===== config.mk =====
export PLATFORM = sky130hd
export DESIGN_NAME = serial_alu
export DESIGN_NICKNAME = d
export VERILOG_FILES = /design/src/rtl/serial_alu_pkg.sv /design/src/rtl/serial_alu_slice.sv /design/src/rtl/serial_alu.sv
export SDC_FILE = /design/constraint.sdc
export NUM_CORES = 1
export LEC_CHECK = 0
export CORE_MARGIN = 5
export CORE_UTILIZATION = 38
export CTS_CLUSTER_SIZE = 12
export DETAILED_ROUTE_END_ITERATION = 10
export PLACE_DENSITY = 0.71
export SLEW_MARGIN = 20
export SYNTH_ARGS = -nofsm -noshare
export SYNTH_HDL_FRONTEND = slang
export SYNTH_SLANG_ARGS = --single-unit
export TNS_END_PERCENT = 20

===== constraint.sdc =====
create_clock -name i_clk -period 4.2 [get_ports i_clk]
set_input_delay 0.63 -clock i_clk [delete_from_list [all_inputs] [get_ports i_clk]]
set_output_delay 0.63 -clock i_clk [all_outputs]
set_load 0.05 [all_outputs]

===== src/rtl/serial_alu_pkg.sv =====
// Shared types for the bit-serial ALU: opcodes, FSM states, carry-in constants.
// Optional flag logic is enabled with SERIAL_ALU_FLAGS_EN.
package serial_alu_pkg;

    typedef enum logic [2:0] {
        OP_ADD   = 3'b000,
        OP_SUB   = 3'b001,
        OP_AND   = 3'b010,
        OP_OR    = 3'b011,
        OP_XOR   = 3'b100,
        OP_PASSA = 3'b101,
        OP_PASSB = 3'b110,
        OP_RSVD  = 3'b111
    } alu_op_e;

    typedef enum logic [1:0] {
        IDLE = 2'b00,
        RUN  = 2'b01,
        DONE = 2'b10
    } alu_state_e;

    localparam logic SUB_CIN = 1'b1;
    localparam logic ADD_CIN = 1'b0;

    function automatic logic cin_for(input alu_op_e op);
        return (op == OP_SUB) ? SUB_CIN : ADD_CIN;
    endfunction

    function automatic logic is_arith(input alu_op_e op);
        return (op == OP_ADD) || (op == OP_SUB);
    endfunction

endpackage


===== src/rtl/serial_alu_slice.sv =====
// One-bit ALU slice: full adder for ADD/SUB plus the bitwise/pass operations.
module serial_alu_slice
    import serial_alu_pkg::*;
(
    input  logic    a,
    input  logic    b,
    input  logic    cin,
    input  alu_op_e op,
    output logic    res,
    output logic    cout
);

    logic bx;
    logic sum;

    always_comb begin
        bx   = (op == OP_SUB) ? ~b : b;
        sum  = a ^ bx ^ cin;
        cout = (a & bx) | (cin & (a ^ bx));
        res  = a;
        unique case (op)
            OP_ADD,
            OP_SUB:   res = sum;
            OP_AND:   res = a & b;
            OP_OR:    res = a | b;
            OP_XOR:   res = a ^ b;
            OP_PASSB: res = b;
            default:  res = a;
        endcase
    end

endmodule


===== src/rtl/serial_alu.sv =====
// Bit-serial ALU top: IDLE/RUN/DONE sequencer, bit counter, carry and flags.
// Define SERIAL_ALU_FLAGS_EN to implement o_carry and o_zero.
module serial_alu
    import serial_alu_pkg::*;
#(
    parameter int WIDTH = 8
) (
    input  logic       i_clk,
    input  logic       i_rst,
    input  logic       i_start,
    input  logic [2:0] i_op,
    input  logic       i_a_bit,
    input  logic       i_b_bit,
    output logic       o_busy,
    output logic       o_done,
    output logic       o_shift,
    output logic       o_write,
    output logic       o_res_bit,
    output logic       o_carry,
    output logic       o_zero
);

    localparam int CW = $clog2(WIDTH);
    localparam logic [CW-1:0] LAST = CW'(WIDTH - 1);

    alu_state_e state_q;
    alu_state_e state_d;
    alu_op_e    op_q;
    alu_op_e    op_in;
    logic [CW-1:0] cnt_q;
    logic       carry_q;
    logic       res;
    logic       cout;
    logic       run;
    logic       accept;

    assign op_in  = alu_op_e'(i_op);
    assign run    = (state_q == RUN);
    assign accept = (state_q == IDLE) && i_start;

    serial_alu_slice u_slice (
        .a    (i_a_bit),
        .b    (i_b_bit),
        .cin  (carry_q),
        .op   (op_q),
        .res  (res),
        .cout (cout)
    );

    always_comb begin
        state_d = state_q;
        unique case (state_q)
            IDLE:    if (i_start) state_d = RUN;
            RUN:     if (cnt_q == LAST) state_d = DONE;
            DONE:    state_d = IDLE;
            default: state_d = IDLE;
        endcase
    end

    always_ff @(posedge i_clk or negedge i_rst) begin
        if (!i_rst) begin
            state_q <= IDLE;
            op_q    <= OP_ADD;
            cnt_q   <= '0;
            carry_q <= 1'b0;
        end else begin
            state_q <= state_d;
            if (accept) begin
                op_q    <= op_in;
                cnt_q   <= '0;
                carry_q <= cin_for(op_in);
            end else if (run) begin
                // Hold at LAST so the counter never wraps inside an operation.
                if (cnt_q != LAST) cnt_q <= cnt_q + CW'(1);
                if (is_arith(op_q)) carry_q <= cout;
            end
        end
    end

`ifdef SERIAL_ALU_FLAGS_EN
    logic zero_q;

    always_ff @(posedge i_clk or negedge i_rst) begin
        if (!i_rst) begin
            zero_q <= 1'b0;
        end else if (accept) begin
            zero_q <= 1'b1;
        end else if (run) begin
            zero_q <= zero_q & ~res;
        end
    end

    assign o_carry = carry_q;
    assign o_zero  = zero_q;
`else
    assign o_carry = 1'b0;
    assign o_zero  = 1'b0;
`endif

    assign o_busy    = run;
    assign o_shift   = run;
    assign o_write   = run;
    assign o_done    = (state_q == DONE);
    assign o_res_bit = run & res;

endmodule


# Word-level counts from Yosys, hierarchy flattened
# Cells that the tools add are included.
[classes]
n_bitwise = 10
n_eq_ne = 12
add_sub_neg = 1
muxes = 12
reduce_logical = 11
[op_table]
columns = ["op", "count"]
rows = [
  ["equality test 3 bit (second input constant)", 3],
  ["two-way mux 3 bit", 3],
  ["equality test 3 x 1 -> 1 bit (second input constant)", 2],
  ["equality test 3 x 2 -> 1 bit (second input constant)", 2],
  ["AND reduction 2 bit", 3],
  ["nonzero test 2 bit", 3],
  ["two-way mux 1 bit", 5],
  ["case mux 1 bit (5 select lines)", 1],
  ["AND 1 bit", 4],
  ["two-way mux 2 bit", 2],
  ["case mux 2 bit (2 select lines)", 1],
  ["adder 3 x 1 -> 3 bit (second input constant)", 1],
  ["zero test 3 bit", 1],
  ["!= test 3 bit (second input constant)", 1],
  ["XOR 1 bit", 3],
  ["equality test 2 x 1 -> 1 bit (second input constant)", 1],
  ["equality test 2 bit (second input constant)", 1],
  ["zero test 2 bit", 1],
  ["!= test 2 x 1 -> 1 bit (second input constant)", 1],
  ["!= test 2 bit (second input constant)", 1],
  ["OR 1 bit", 2],
  ["OR reduction 2 bit", 1],
  ["logical AND 1 bit", 1],
  ["logical OR 1 bit", 1],
  ["inverter 1 bit", 1],
]
[totals]
output_inout_bits = 7
inputBits = 8
reg_bits = 9

# Logic depth before layout (Yosys ltp)
# Gate-level depths: netlist of run 1.
[logic_depth]
ltp_word = 8
depth_mapped = 7

# By module
# From an unflattened synthesis of run 1, not the netlist that was laid out.
[unflattened]
hier_cells = 51
hier_area_um2 = 574.3
[by_module_without_submodules]
columns = ["mod", "instances", "cells_each", "area_each_um2", "seq_area_each_um2"]
rows = [
  ["serial_alu", 1, 35, 452.9, 225.2],
  ["serial_alu_slice", 1, 16, 121.4, 0.0],
]

# Least setup slack after synthesis of run 1
# Ideal clock, no wire load.
[synth_timing]
kind = "input to output"
from = "in i_b_bit"
to = "out o_res_bit"
arrival_time_ns = 2.050
setup_slack_ns = 1.520
n_path_buf = 0
cell_stages = 5
cell_sequence = "xnor2_1 -> fa_1 -> nor2b_1 -> o32a_1 -> o221a_1"
[synth_between]
elab_chain_cells = 6
word_cells_on_any_way = 9
cone_classes = "2 x mux; 7 x bitwise"
[synth_lines]
columns = ["item", "line_no", "rtl"]
rows = [
  ["start: declaration", "serial_alu.sv:13", "input logic i_b_bit,"],
  ["inverter 1 bit", "serial_alu_slice.sv:17", "bx = (op == OP_SUB) ? ~b : b;"],
  ["two-way mux 1 bit", "serial_alu_slice.sv:17", ""],
  ["XOR 1 bit (2 in a row)", "serial_alu_slice.sv:18", "sum = a ^ bx ^ cin;"],
  ["case mux 1 bit (5 select lines) (*)", "serial_alu_slice.sv:21", "unique case (op)"],
  ["AND 1 bit (*)", "serial_alu.sv:104", "assign o_res_bit = run & res;"],
  ["end: declaration", "serial_alu.sv:18", "output logic o_res_bit,"],
]
# Every way passes the cells marked *; elsewhere a longest branch is shown, timed or not.

# Worst setup path after layout of run 1
# Same ends and word-level chain as after synthesis.

==> results_dict.tcl, run 1 <==
set metrics [dict create \
    finalSetupViolCount 0 \
    slew_headroom 0.666 \
    async_flop_share 1.00 \
    finalWirelength_um 1090 \
    slew_violations 0 \
    clock_sinks 9 \
    ys_ff_latch 9 \
    gp_congestion 0.687 \
    synth-main-ff-cell "dfrtp_1" \
    cts_tree "yes" \
    min_from "cnt_q[1]" \
    initial_core_util 0.390 \
    cts_htree_levels 1 \
    critPathKind "input pin to output port" \
    cts_resized 0 \
    cts.clk_slew.worst_paths_ns 0.06 \
    worst_hold_path_type "flip-flop to flip-flop" \
    rsz0062_at_grt "no" \
    drtIter0Drc 0 \
    synthDistinctLibCells 25 \
    syn_area_um2 567 \
    synth_top_area_frac 0.397 \
    synth_xor_area_frac 0.0155 \
    viasPerCell 5.13 \
    syn_to_final_growth_pct 24.7 \
    numCtsBuffers 3 \
    cp.arrival_ns 3.15 \
    ioPinCount 15 \
    clockBufferDepth 2 \
    die_y_um 48.6 \
    grt_usage 0.104 \
    dp.final_hpwl_um 858 \
    numPortBuffers 12 \
    netlist_instances 53 \
    synth_area_leader_cell "dfrtp_1" \
    core-area_um2 1450 \
    final_nets 80 \
    synthAdderAreaFrac 0.124 \
    dr.pass1.iters 1 \
    final_hold_viol_count 0 \
    die_area_um2 2360 \
    detail-route-antenna-nets 0 \
    fin_crit_sh 0.900 \
    skew_ns 0.00263 \
    crit_path_end_kind "output port" \
    route.detailed.drc 0 \
    required_ns 3.57 \
    synth.area.mux_share 0.0795 \
    critPathLaunch "i_b_bit" \
    outcome "finished, final reports clean" \
    synth_edf_count 0 \
    fmax_mhz 265 \
    rr_startpoint "op_q[2]" \
    ys.warnings.count 0 \
    ys_seq_area_frac 0.397 \
    yosysMostFrequentCell "dfrtp_1" \
    synth_top_family_by_area "simple AND/OR/NAND/NOR gates" \
    synth_area_leaders "dfrtp_1 40%, ha_1 8.8%, mux2_1 6.0%" \
    setup-tns-final_ns 0 \
    grt_pass1_vias 443 \
    cap_violations 0 \
    overflow 0 \
    power.density_nw_per_um2 831 \
    worst_ir_drop_vdd_mv 0.448 \
    crit_fanout 4 \
    worstMarginPinSlew_ns 0.499 \
    grt_max_degree 10 \
    fillers 154 \
    crit_path_start_kind "input pin" \
    postCtsSetupBuffers 0 \
    place.detailed.instances 78 \
    grt_pass1_wl_um 1930 \
    synth-simple-area-share 0.150 \
    synth_common_cells "9 x dfrtp_1, 4 x buf_4, 4 x ha_1, 4 x inv_1, 4 x nor2_1" \
    postSynthAreaPerCell_um2 10.7 \
    p_leak_nw 0.319 \
    rows 14 \
    antenna_found_initial 0 \
    cts-hold-fix-buffers 0 \
    wire_per_inst_um 13.3 \
    fin_ws_ns 0.421 \
    stdcell_count 82 \
    insertion_delay_ns 0.26 \
    drive_gt1_frac 0.0606 \
    fin_crit_ns 3.78 \
    die_x_um 48.6 \
    clock_tree.root_cell "clkbuf_4" \
    synth_compound_area_frac 0.148 \
    pre_cts_ws_ns 0.407 \
    num_antenna_cells 0 \
    vias 421 \
]
area by class of cell:
type	instances	area [µm²]	share of cell area
Multi-Input combinational cell	37	300	0.425
Sequential cell	9	225	0.319
Timing Repair Buffer	12	120	0.170
Clock buffer	4	26.3	0.0372
Tap cell	16	20.0	0.0283
Inverter	4	15.0	0.0212
per-layer routing:
| metal | global-route usage | routed length, µm | vias to the layer above |
|---|---|---|---|
| met2 | 0.172 | 556 | 11 |
| li1 | - | - | 206 |
| met5 | 0 | 0 | - |
| met1 | 0.116 | 452 | 200 |
| met3 | 0.0276 | 59 | 4 |
| met4 | 0.0673 | 20 | 0 |
layout by cell type (no fill, tap or decap), drive strengths merged:
master          n
a22o            2
a21oi           1
nor2b           2
a31oi           1
and2            1
dfrtp           9
inv             4
a311oi          1
xnor2           1
a21o            1
nor2            4
nor4b           1
clkbuf          4
nor3b           1
or3b            1
nand2b          3
fa              1
ha              4
o22a            2
conb            2
clkdlybuf4s50  12
o221a           1
nand2           2
mux2            4
o32a            1
power breakdown:
| group | internal (W) | switching (W) | total (W) |
|---|---|---|---|
| clock | 0.0000368 | 0.0000327 | 0.0000695 |
| combinational | 0.000153 | 0.000190 | 0.000342 |
| sequential | 0.000129 | 0.0000470 | 0.000176 |
logic make-up after synthesis:
logic type | count (synthesis)
xor gates and xnor gates | 1
DFF | 9
adders and majority gates | 5
other | 1
buffers and inverters | 8
muxes | 4
AOI/OAI and AO/OA | 10
and+or+nand+nor | 15
registers in the layout, indices dropped and copies added, names as in the netlist:
| signal | flops |
|---|---|
| cnt_q | 3 |
| state_q | 2 |
| carry_q | 1 |
| op_q | 3 |
worst paths after layout:
kind                               to  slack (ns)  depth (start not counted)
setup / recovery            o_res_bit        0.42                          7
hold / removal               cnt_q[1]        0.52                          1
setup reg to reg              carry_q        2.56                          6
hold reg to reg              cnt_q[1]        0.52                          1
max in group asynchronous  state_q[1]        3.26                          1
min in group asynchronous    cnt_q[0]        0.66                          1
metrics by stage:
step / cell area (µm²) / util / hold slack [ns] / power [W]
final: 707 / 0.486 / 0.523 / 0.000588
after CTS: 707 / 0.486 / 0.527 / 0.000595
after floorplan: 571 / - / 0.334 / 0.000442
after global routing: 707 / 0.486 / 0.539 / 0.000629
after global placement: 681 / 0.468 / 0.495 / 0.000514
after detailed placement: 681 / 0.468 / 0.511 / 0.000525
critical path, stage by stage:
cell and delay, ns:
clkdlybuf4s50_1 0.48, xnor2_1 0.22, fa_1 0.45, nor2b_1 0.14, o32a_1 0.29, o221a_1 0.23, clkdlybuf4s50_1 0.69
Note: power is estimated with default switching activity, not from simulation.
==> run 2: changes to the inputs <==
- CORE_MARGIN: 5 -> not set
==> run 2 against run 1 <==
  * Global-route usage is 3.4 points higher
  * Combinational power is essentially flat
  * Cell area is the same
  * Register-to-register slack hardly changed
==> results_dict.tcl, run 2 (synthesis gave the netlist of run 1 again) <==
set metrics [dict create \
    fin_crit_sh 0.896 \
    route.detailed.drc 0 \
    insertion_delay_ns 0.26 \
    dp.final_hpwl_um 735 \
    reg2reg_depth 6 \
    outcome "finished, final reports clean" \
    grt_pass1_vias 362 \
    fmax_mhz 266 \
    grt_max_degree 10 \
    die_area_um2 1650 \
    cp.arrival_ns 3.13 \
    viasPerCell 5.17 \
    finalWirelength_um 945 \
    overflow 0 \
    core-area_um2 1350 \
    critPathKind "input pin to output port" \
    rows 13 \
    postCtsSetupBuffers 0 \
    crit_fanout 4 \
    clock_tree.root_cell "clkbuf_4" \
    dpl_cell_area_um2 679 \
    crit_path_end_kind "output port" \
    worst_hold_path_type "flip-flop to flip-flop" \
    ioPinCount 15 \
    detail-route-antenna-nets 0 \
    p_leak_nw 0.322 \
    skew_ns 0.00820 \
    final_cell_mix "12 x clkdlybuf4s50_1, 9 x dfrtp_1, 4 x inv_1, 4 x nor2_1, 4 x ha_1" \
    required_ns 3.57 \
    die_y_um 40.6 \
    power_w 0.000584 \
    final_common_cell "clkdlybuf4s50_1" \
    power.density_nw_per_um2 826 \
    rsz0062_at_grt "no" \
    cts_resized 0 \
    whs_path_depth 1 \
    antenna_found_initial 0 \
    crit_path_start_kind "input pin" \
    syn_to_final_growth_pct 24.7 \
    reg_top3 "cnt_q x3, op_q x3, state_q x2" \
    vias 419 \
    cap_violations 0 \
    dr.pass1.iters 1 \
    finalSetupViolCount 0 \
    final_hold_viol_count 0 \
    setup-tns-final_ns 0 \
    clock_sinks 9 \
    cts_tree "yes" \
    numCtsBuffers 3 \
    initial_core_util 0.420 \
    drtIter0Drc 0 \
    gp_congestion 0.607 \
    fillers 130 \
    postLayoutCellArea_um2 707 \
    wire_per_inst_um 11.7 \
    final_core_util 0.524 \
    worst_ir_drop_vdd_mv 0.376 \
    grt_usage 0.138 \
    num_antenna_cells 0 \
    slew_violations 0 \
    numPortBuffers 12 \
    drive_gt1_frac 0.0758 \
    fin_crit_ns 3.76 \
    cts-hold-fix-buffers 0 \
    grt_pass1_wl_um 1410 \
    die_x_um 40.6 \
    cts.clk_slew.worst_paths_ns 0.07 \
    cts_htree_levels 1 \
    clockBufferDepth 2 \
    final_nets 80 \
]
[run 2: changes by cell type in the layout (fill, tap and decap cells not counted), sizes merged]
cell,change
clkinv,+1
clkbuf,-1
[run 2: report_power, final]
group	total [W]	switching [W]	internal, W
logic	0.000343	0.000189	0.000153
registers	0.000174	0.0000456	0.000129
clock network	0.0000665	0.0000314	0.0000351
total	0.000584	0.000266	0.000317
[run 2: area by class of cell]
| class | count | area, µm² | area share |
|---|---|---|---|
| clock buffer | 3 | 22.5 | 0.0319 |
| clock inverter | 1 | 5.00 | 0.00708 |
| inverter | 4 | 15.0 | 0.0212 |
| multi-input combinational | 37 | 300 | 0.425 |
| sequential | 9 | 225 | 0.319 |
| tap | 15 | 18.8 | 0.0265 |
| timing repair buffer | 12 | 120 | 0.170 |
[run 2: path summary, 6_finish.rpt]
check | start | endpoint | slack [ns]
setup / recovery | i_b_bit | o_res_bit | 0.44
hold / removal | cnt_q[1] | cnt_q[1] | 0.52
setup reg to reg | op_q[2] | carry_q | 2.56
hold reg to reg | cnt_q[1] | cnt_q[1] | 0.52
max in group asynchronous | i_rst | state_q[0] | 3.27
min in group asynchronous | i_rst | cnt_q[2] | 0.65
[run 2: metrics by stage]
step	hold slack (ns)	std cells	worst slack, ns
finish	0.523	81	0.437
global route	0.539	81	0.349
CTS	0.524	81	0.421
detailed placement	0.505	77	0.425
global placement	0.495	77	0.442
floorplan	0.334	54	1.52
[run 2: critical path, cell delays in order]
cell             delay (ns)
clkdlybuf4s50_1        0.54
xnor2_1                0.15
fa_1                   0.44
nor2b_1                0.14
o32a_1                 0.29
o221a_1                0.24
clkdlybuf4s50_1        0.69
[run 2: routing by layer]
layer / up-vias / track usage / part of all wire / routed length, µm
met2: 15 / 0.230 / 0.48 / 451
li1: 205 / - / - / -
met1: 196 / 0.153 / 0.44 / 415
met5: - / 0 / 0 / 0
met4: 0 / 0.125 / 0.019 / 18
met3: 3 / 0.0163 / 0.063 / 60
==> run 3: changes to the inputs <==
- CORE_AREA: not set -> 2 2 39 41
- CORE_UTILIZATION: 38 -> not set
- DIE_AREA: not set -> 0 0 41 43
- PLACE_DENSITY: 0.71 -> 0.77
- SKIP_CTS_REPAIR_TIMING: not set -> 1
==> run 3 against run 2 <==
  * Global-route usage grew 1.0 points
  * Clock-buffer cell count is 1 higher
  * Flip-flop and latch count is the same
  * Clock skew hardly changed
  * Non-clock buffer count did not move
  * Maximum frequency fell by 0.58%
  * Register-to-register slack is essentially flat
  * Largest cell class unchanged
  * Highest routed layer is now met3
==> results_dict.tcl, run 3 (synthesis gave the netlist of run 1 again) <==
set metrics [dict create \
    outcome "finished, final reports clean" \
    grt_max_degree 10 \
    crit_path_cell_trace "clkdlybuf4s50_1 > xnor2_1 > fa_1 > nor2b_1 > o32a_1 > o221a_1 > clkdlybuf4s50_1" \
    slew_violations 0 \
    setup-tns-final_ns 0 \
    grt_util_met2 0.269 \
    die_area_um2 1760 \
    numPortBuffers 12 \
    detail-route-antenna-nets 0 \
    dr.pass1.iters 2 \
    fin_crit_ns 3.79 \
    cts.clk_slew.worst_paths_ns 0.06 \
    dp.final_hpwl_um 836 \
    grt_pass1_vias 439 \
    skew_ns 0.00841 \
    top_usage_layer "met2" \
    crit_path_end_kind "output port" \
    use_met3 0.0157 \
    cap_violations 0 \
    stdcell_count 82 \
    power.density_nw_per_um2 827 \
    rsz0062_at_grt "no" \
    syn_to_final_growth_pct 24.7 \
    p_leak_nw 0.319 \
    viasPerCell 5.22 \
    worstMarginPinSlew_ns 0.501 \
    clockBufferDepth 2 \
    clock_tree.root_cell "clkbuf_4" \
    drtIter0Drc 2 \
    cp_top_family "buffers and inverters" \
    core-area_um2 1380 \
    place.detailed.instances 78 \
    insertion_delay_ns 0.26 \
    fillers 142 \
    overflow 0 \
    wire_per_inst_um 12.5 \
    power_w 0.000584 \
    final_cell_mix "12 x clkdlybuf4s50_1, 9 x dfrtp_1, 4 x inv_1, 4 x nor2_1, 4 x ha_1" \
    drive_gt1_frac 0.0606 \
    grt_usage 0.149 \
    worstPathBufferInverterCount 2 \
    cts_tree "yes" \
    crit_path_start_kind "input pin" \
    final_common_cell "clkdlybuf4s50_1" \
    cp.arrival_ns 3.16 \
    crit_top_cell "clkdlybuf4s50_1" \
    critPathKind "input pin to output port" \
    fmax_mhz 264 \
    critPathMaxStageDelay_ns 0.69 \
    cts_htree_levels 1 \
    vias 428 \
    hold-worst-slack_ns 0.510 \
    postLayoutCellArea_um2 707 \
    clock_sinks 9 \
    finalWirelength_um 1020 \
    die_y_um 43 \
    ioPinCount 15 \
    slew_headroom 0.665 \
    die_x_um 41 \
    use_met1 0.142 \
    worst_hold_path_type "flip-flop to flip-flop" \
    antenna_found_initial 0 \
    gp_congestion 0.668 \
    crit_fanout 4 \
    initial_core_util 0.410 \
    required_ns 3.57 \
    numCtsBuffers 3 \
    final_nets 80 \
    num_antenna_cells 0 \
    finalSetupViolCount 0 \
    grt_pass1_wl_um 1710 \
    route.detailed.drc 0 \
    worst_ir_drop_vdd_mv 0.390 \
    fin_crit_sh 0.901 \
    dpl_cell_area_um2 681 \
    rows 14 \
    slowest_stage "clkdlybuf4s50_1" \
    final_hold_viol_count 0 \
    reg_top3 "cnt_q x3, op_q x3, state_q x2" \
]
[run 3: power breakdown]
group | internal [W] | switching, W | total (W)
Clock | 0.0000366 | 0.0000303 | 0.0000668
Sequential | 0.000129 | 0.0000449 | 0.000174
Combinational | 0.000153 | 0.000191 | 0.000344
[run 3: layout make-up]
cell class                      count  area (µm²)  area share
Clock buffer                        4        26.3      0.0372
Inverter                            4        15.0      0.0212
Multi-Input combinational cell     37         300       0.425
Sequential cell                     9         225       0.319
Tap cell                           16        20.0      0.0283
Timing Repair Buffer               12         120       0.170
[run 3: path summary, 6_finish.rpt]
| path | startpoint | to | slack, ns | cells after the start |
|---|---|---|---|---|
| worst min-delay path | cnt_q[1] | cnt_q[1] | 0.51 | 1 |
| worst max-delay path | i_b_bit | o_res_bit | 0.41 | 7 |
| min in group asynchronous | i_rst | cnt_q[2] | 0.67 | 1 |
| worst min register to register | cnt_q[1] | cnt_q[1] | 0.51 | 1 |
| worst max register to register | op_q[2] | carry_q | 2.56 | 6 |
| max in group asynchronous | i_rst | op_q[0] | 3.23 | 1 |
[run 3: layer usage]
metal,wire [µm],vias up
met2,587,10
met5,0,-
met3,33,0
li1,-,211
met1,404,207
met4,0,0
[run 3: through the flow]
stage               setup slack, ns  utilization
finish                        0.415        0.511
global route                  0.279        0.511
CTS                           0.379        0.511
detailed placement            0.384        0.492
global placement              0.460        0.492
floorplan                      1.52            -
